<file path="config.mk">
export PLATFORM = sky130hd
export DESIGN_NAME = rs232_rx_ctrl
export DESIGN_NICKNAME = d
export VERILOG_FILES = /design/src/rtl/rs232_rx_ctrl.sv
export SDC_FILE = /design/constraint.sdc
export NUM_CORES = 1
export LEC_CHECK = 0
export CORE_ASPECT_RATIO = 0.7
export CORE_MARGIN = 3
export CORE_UTILIZATION = 56
export DETAILED_ROUTE_END_ITERATION = 12
export GPL_TIMING_DRIVEN = 1
export PLACE_DENSITY = 0.72
export SLEW_MARGIN = 10
export SYNTH_ARGS = -nofsm -noshare
export SYNTH_HDL_FRONTEND = slang
export SYNTH_SLANG_ARGS = --single-unit
</file>
<file path="constraint.sdc">
create_clock -name Ph0 -period 6.4 [get_ports Ph0]
set_input_delay 1.28 -clock Ph0 [delete_from_list [all_inputs] [get_ports Ph0]]
set_output_delay 1.28 -clock Ph0 [all_outputs]
set_load 0.03 [all_outputs]
</file>
<file path="src/rtl/rs232_rx_ctrl.sv">
// rs232 receiver drain controller.
// Captures each held character into a FWFT FIFO and records overruns.
module rs232_rx_ctrl #(
  parameter int DEPTH = 16,
  parameter int AW    = 4
) (
  input  logic          Ph0,
  input  logic          Reset_n,
  input  logic          rcvReady,
  input  logic [7:0]    rcvData,
  output logic          readSR,
  output logic          rdValid,
  output logic [7:0]    rdData,
  input  logic          rdPop,
  output logic [AW:0]   count,
  output logic          overrun,
  input  logic          clrOverrun,
  output logic [7:0]    dropCount
);

  typedef enum logic [1:0] {
    IDLE,
    ACK,
    WAIT
  } state_t;

  localparam logic [AW:0] FULL = (AW+1)'(DEPTH);

  state_t      r_state;
  state_t      w_next;
  logic [AW:0] r_wr;
  logic [AW:0] r_rd;
  logic [7:0]  r_mem [DEPTH];
  logic        r_ovr;
  logic [7:0]  r_drops;
  logic        w_cap;
  logic        w_pop;
  logic        w_accept;
  logic        w_push;
  logic        w_drop;

  // Pointers carry one extra wrap bit so full and empty differ.
  assign count     = r_wr - r_rd;
  assign rdValid   = (count != '0);
  assign rdData    = r_mem[r_rd[AW-1:0]];
  assign readSR    = (r_state == ACK);
  assign overrun   = r_ovr;
  assign dropCount = r_drops;

  assign w_pop    = rdPop & rdValid;
  assign w_accept = (count < FULL) | w_pop;
  assign w_push   = w_cap & w_accept;
  assign w_drop   = w_cap & ~w_accept;

  // Next-state: one capture per ready, then wait for ready to fall.
  always_comb begin
    w_next = r_state;
    w_cap  = 1'b0;
    unique case (r_state)
      IDLE: begin
        if (rcvReady) begin
          w_cap  = 1'b1;
          w_next = ACK;
        end
      end
      ACK:  w_next = WAIT;
      WAIT: begin
        if (!rcvReady) w_next = IDLE;
      end
      default: w_next = IDLE;
    endcase
  end

  // State register.
  always_ff @(posedge Ph0 or negedge Reset_n) begin
    if (!Reset_n) r_state <= IDLE;
    else          r_state <= w_next;
  end

  // FIFO pointers.
  always_ff @(posedge Ph0 or negedge Reset_n) begin
    if (!Reset_n) begin
      r_wr <= '0;
      r_rd <= '0;
    end else begin
      if (w_push) r_wr <= r_wr + 1'b1;
      if (w_pop)  r_rd <= r_rd + 1'b1;
    end
  end

  // FIFO storage; contents need no reset.
  always_ff @(posedge Ph0) begin
    if (w_push) r_mem[r_wr[AW-1:0]] <= rcvData;
  end

  // Overrun tracking; a drop beats a simultaneous clear.
  always_ff @(posedge Ph0 or negedge Reset_n) begin
    if (!Reset_n) begin
      r_ovr   <= 1'b0;
      r_drops <= '0;
    end else if (w_drop) begin
      r_ovr <= 1'b1;
      if (clrOverrun)          r_drops <= 8'd1;
      else if (r_drops != '1)  r_drops <= r_drops + 1'b1;
    end else if (clrOverrun) begin
      r_ovr   <= 1'b0;
      r_drops <= '0;
    end
  end

endmodule

</file>
==> flow_metrics.py <==
metrics = {
    "setup_path": {
        "required_ns": 5.12,
        "arrival_ns": 3.49,
        "critPathLaunch": "r_rd[1]",
        "rr_endpoint": "r_mem[9][3]",
        "cp-start-kind": "flop",
        "rr_worst_depth": 8,
        "worstPathMaxFanout": 26,
        "crit_type": "flop to primary output",
        "crit_end": "rdValid",
        "rr_startpoint": "r_rd[1]",
        "reg2reg_slack_ns": 2.67,
        "critPathCaptureType": "primary output",
    },
    "clocking": {
        "cts_resized": 0,
        "htreeDepth": 4,
        "clockBufferDepth": 2,
        "cts_tree": "built",
        "cts.clk_slew.worst_paths_ns": 0.06,
        "cts_hold_buf": 0,
        "insertion_delay_ns": 0.42,
        "cts.sinks": 149,
        "cts_setup_buffers": 0,
        "cts_inserted_buffers": 17,
        "cts_root_buffer": "clkbuf_16",
    },
    "floorplan": {
        "initial_core_util": 0.584,
        "row_count": 31,
        "die_area_um2": 12300,
        "chipWidth_um": 131,
        "ios": 37,
        "coreArea_um2": 10600,
        "fp.dieH_um": 93.8,
    },
    "synth": {
        "yosys.area_share.simple": 0.0574,
        "synth_fp_nets": 351,
        "syn_area_um2": 6170,
        "ys_ff_latch": 149,
        "synth_compound_area_frac": 0.0270,
        "synth_top_family_by_area": "multiplexers",
        "synth-edff-count": 128,
        "avgSynthCellArea_um2": 18.9,
        "synth_seq_area_share": 0.709,
        "yosys.area_share.xor_xnor": 0.0156,
        "syn_inst": 327,
        "synth_cell_type_count": 45,
        "yosys_warnings": 0,
        "synthFlopType": "edfxtp_1",
        "muxShareOfSynthArea": 0.150,
        "async_flop_share": 0.141,
        "synth-adder-area-share": 0.0235,
    },
    "finish": {
        "syn_to_final_growth_pct": 17.7,
        "final_cell_mix": "edfxtp_1 (128), mux4_2 (40), clkdlybuf4s50_1 (36)",
        "nFillCells": 674,
        "diodes": 0,
        "fin_util": 0.688,
        "nNetsFinal": 397,
        "final_common_cell": "edfxtp_1",
        "stdcell_count": 534,
        "drive_above_1_share": 0.220,
    },
    "sta": {
        "fin_setup_tns_ns": 0,
        "hold_violations": 0,
        "fin_ws_ns": 1.63,
        "finalSetupViolCount": 0,
        "fin_crit_ns": 4.77,
        "finalCritPeriodShare": 0.745,
        "slew_violations": 0,
        "rsz0062_at_grt": "no",
        "worst_pin_slew_ns": 1.01,
        "clock_skew_ns": 0.00868,
        "slew_headroom": 0.319,
        "max_clock_freq_mhz": 210,
    },
    "drt": {
        "drt_iter0_drc": 438,
        "dr.pass1.iters": 5,
        "route.detailed.drc": 0,
        "ant_nets": 0,
        "wl_per_cell_um": 23.7,
        "vias_per_cell": 6.15,
        "wl_um": 12600,
        "via_count": 3286,
    },
    "placed_design": {
        "dp_cells": 502,
        "portBuffers": 36,
        "dp_hpwl_um": 8560,
        "place_ws_ns": 2.09,
        "gp_congestion": 0.789,
    },
    "power": {
        "p_per_area_nw_per_um2": 486,
        "power_leakage_nw": 2.44,
        "peakVddDrop_uv": 237,
    },
    "flow_run": {
        "cap_violations": 0,
    },
    "status": {
        "status": "completed",
    },
    "worst_hold_path": {
        "hold_class": "flop to flop",
        "worstHoldStart": "r_rd[4]",
    },
    "grt": {
        "grt_max_degree": 27,
        "antenna_found_initial": 0,
        "grt_pass1_vias": 3178,
        "grt_remaining_overflow": 0,
        "grt_pass1_wl_um": 19900,
        "track_usage": 0.224,
    },
}
[cell type report]
| class | count | area, µm² | area share |
|---|---|---|---|
| clock buffer | 22 | 497 | 0.0684 |
| clock inverter | 10 | 73.8 | 0.0102 |
| inverter | 13 | 48.8 | 0.00672 |
| multi-input combinational | 151 | 1680 | 0.232 |
| sequential | 149 | 4370 | 0.602 |
| tap | 148 | 185 | 0.0255 |
| timing repair buffer | 41 | 398 | 0.0548 |
[cell families after synthesis]
kind of cell	after synthesis
buffers and inverters	27
flip-flops	149
adder cells (fa/ha/maj)	11
multiplexers	42
XOR/XNOR	11
AND/OR/NAND/NOR	61
AO/OA/AOI/OAI	26
[how the worst min path moves through the flow]
| stage | slack [ns] | cells after the start | endpoint |
|---|---|---|---|
| floorplan | 0.46 | 1 | r_wr[4] |
| global placement | 0.48 | 1 | r_rd[4] |
| detailed placement | 0.48 | 1 | r_rd[4] |
| CTS | 0.49 | 1 | r_rd[4] |
| global route | 0.52 | 1 | overrun |
| finish | 0.49 | 1 | r_rd[4] |
[per-stage QoR]
step	power, mW	instance area [µm²]	hold slack, ns
final	3.52	7260	0.488
after global routing	3.68	7260	0.524
after CTS	3.54	7260	0.495
after detailed placement	2.61	6690	0.481
after global placement	2.58	6690	0.482
after floorplan	2.18	6170	0.460
[synthesized netlist by cell type (5+ instances only)]
| cell | instances | area, µm² |
|---|---|---|
| a21oi_1 | 7 | 35.0 |
| clkbuf_1 | 9 | 33.8 |
| dfrtp_1 | 21 | 526 |
| edfxtp_1 | 128 | 3840 |
| ha_1 | 10 | 125 |
| inv_1 | 12 | 45.0 |
| mux4_2 | 40 | 901 |
| nand2_1 | 9 | 33.8 |
| nand3_1 | 11 | 55.1 |
| nor2_1 | 7 | 26.3 |
| nor3_1 | 7 | 35.0 |
| o21ai_0 | 5 | 25.0 |
| xnor2_1 | 6 | 52.6 |
| xor2_1 | 5 | 43.8 |
[per-layer routing]
| metal | wire [µm] | global-route usage | part of all wire | vias to the layer above |
|---|---|---|---|---|
| li1 | - | - | - | 1423 |
| met3 | 1040 | 0.0621 | 0.082 | 17 |
| met2 | 5420 | 0.289 | 0.43 | 136 |
| met5 | 0 | 0 | 0 | - |
| met4 | 151 | 0.0830 | 0.012 | 0 |
| met1 | 6040 | 0.362 | 0.48 | 1710 |
[state kept, by name, summed over array words and instances, names as in the netlist]
register   flops
r_wr           5
dropCount      8
overrun        1
r_state        2
r_mem        128
r_rd           5
[worst max-delay path, cell delays in order, from the launching register on]
cell and delay (ns):
dfrtp_1 0.67, buf_4 0.44, inv_1 0.14, fa_1 0.44
nand3_1 0.16, a21boi_0 0.13, nor2_1 0.35, nand3_1 0.12
clkdlybuf4s50_1 0.62
[where the power goes]
| group | switching, mW | internal, mW |
|---|---|---|
| combinational | 0.715 | 0.602 |
| clock | 0.382 | 0.552 |
| sequential | 0.130 | 1.14 |
Note: power is estimated with default switching activity, not from simulation.
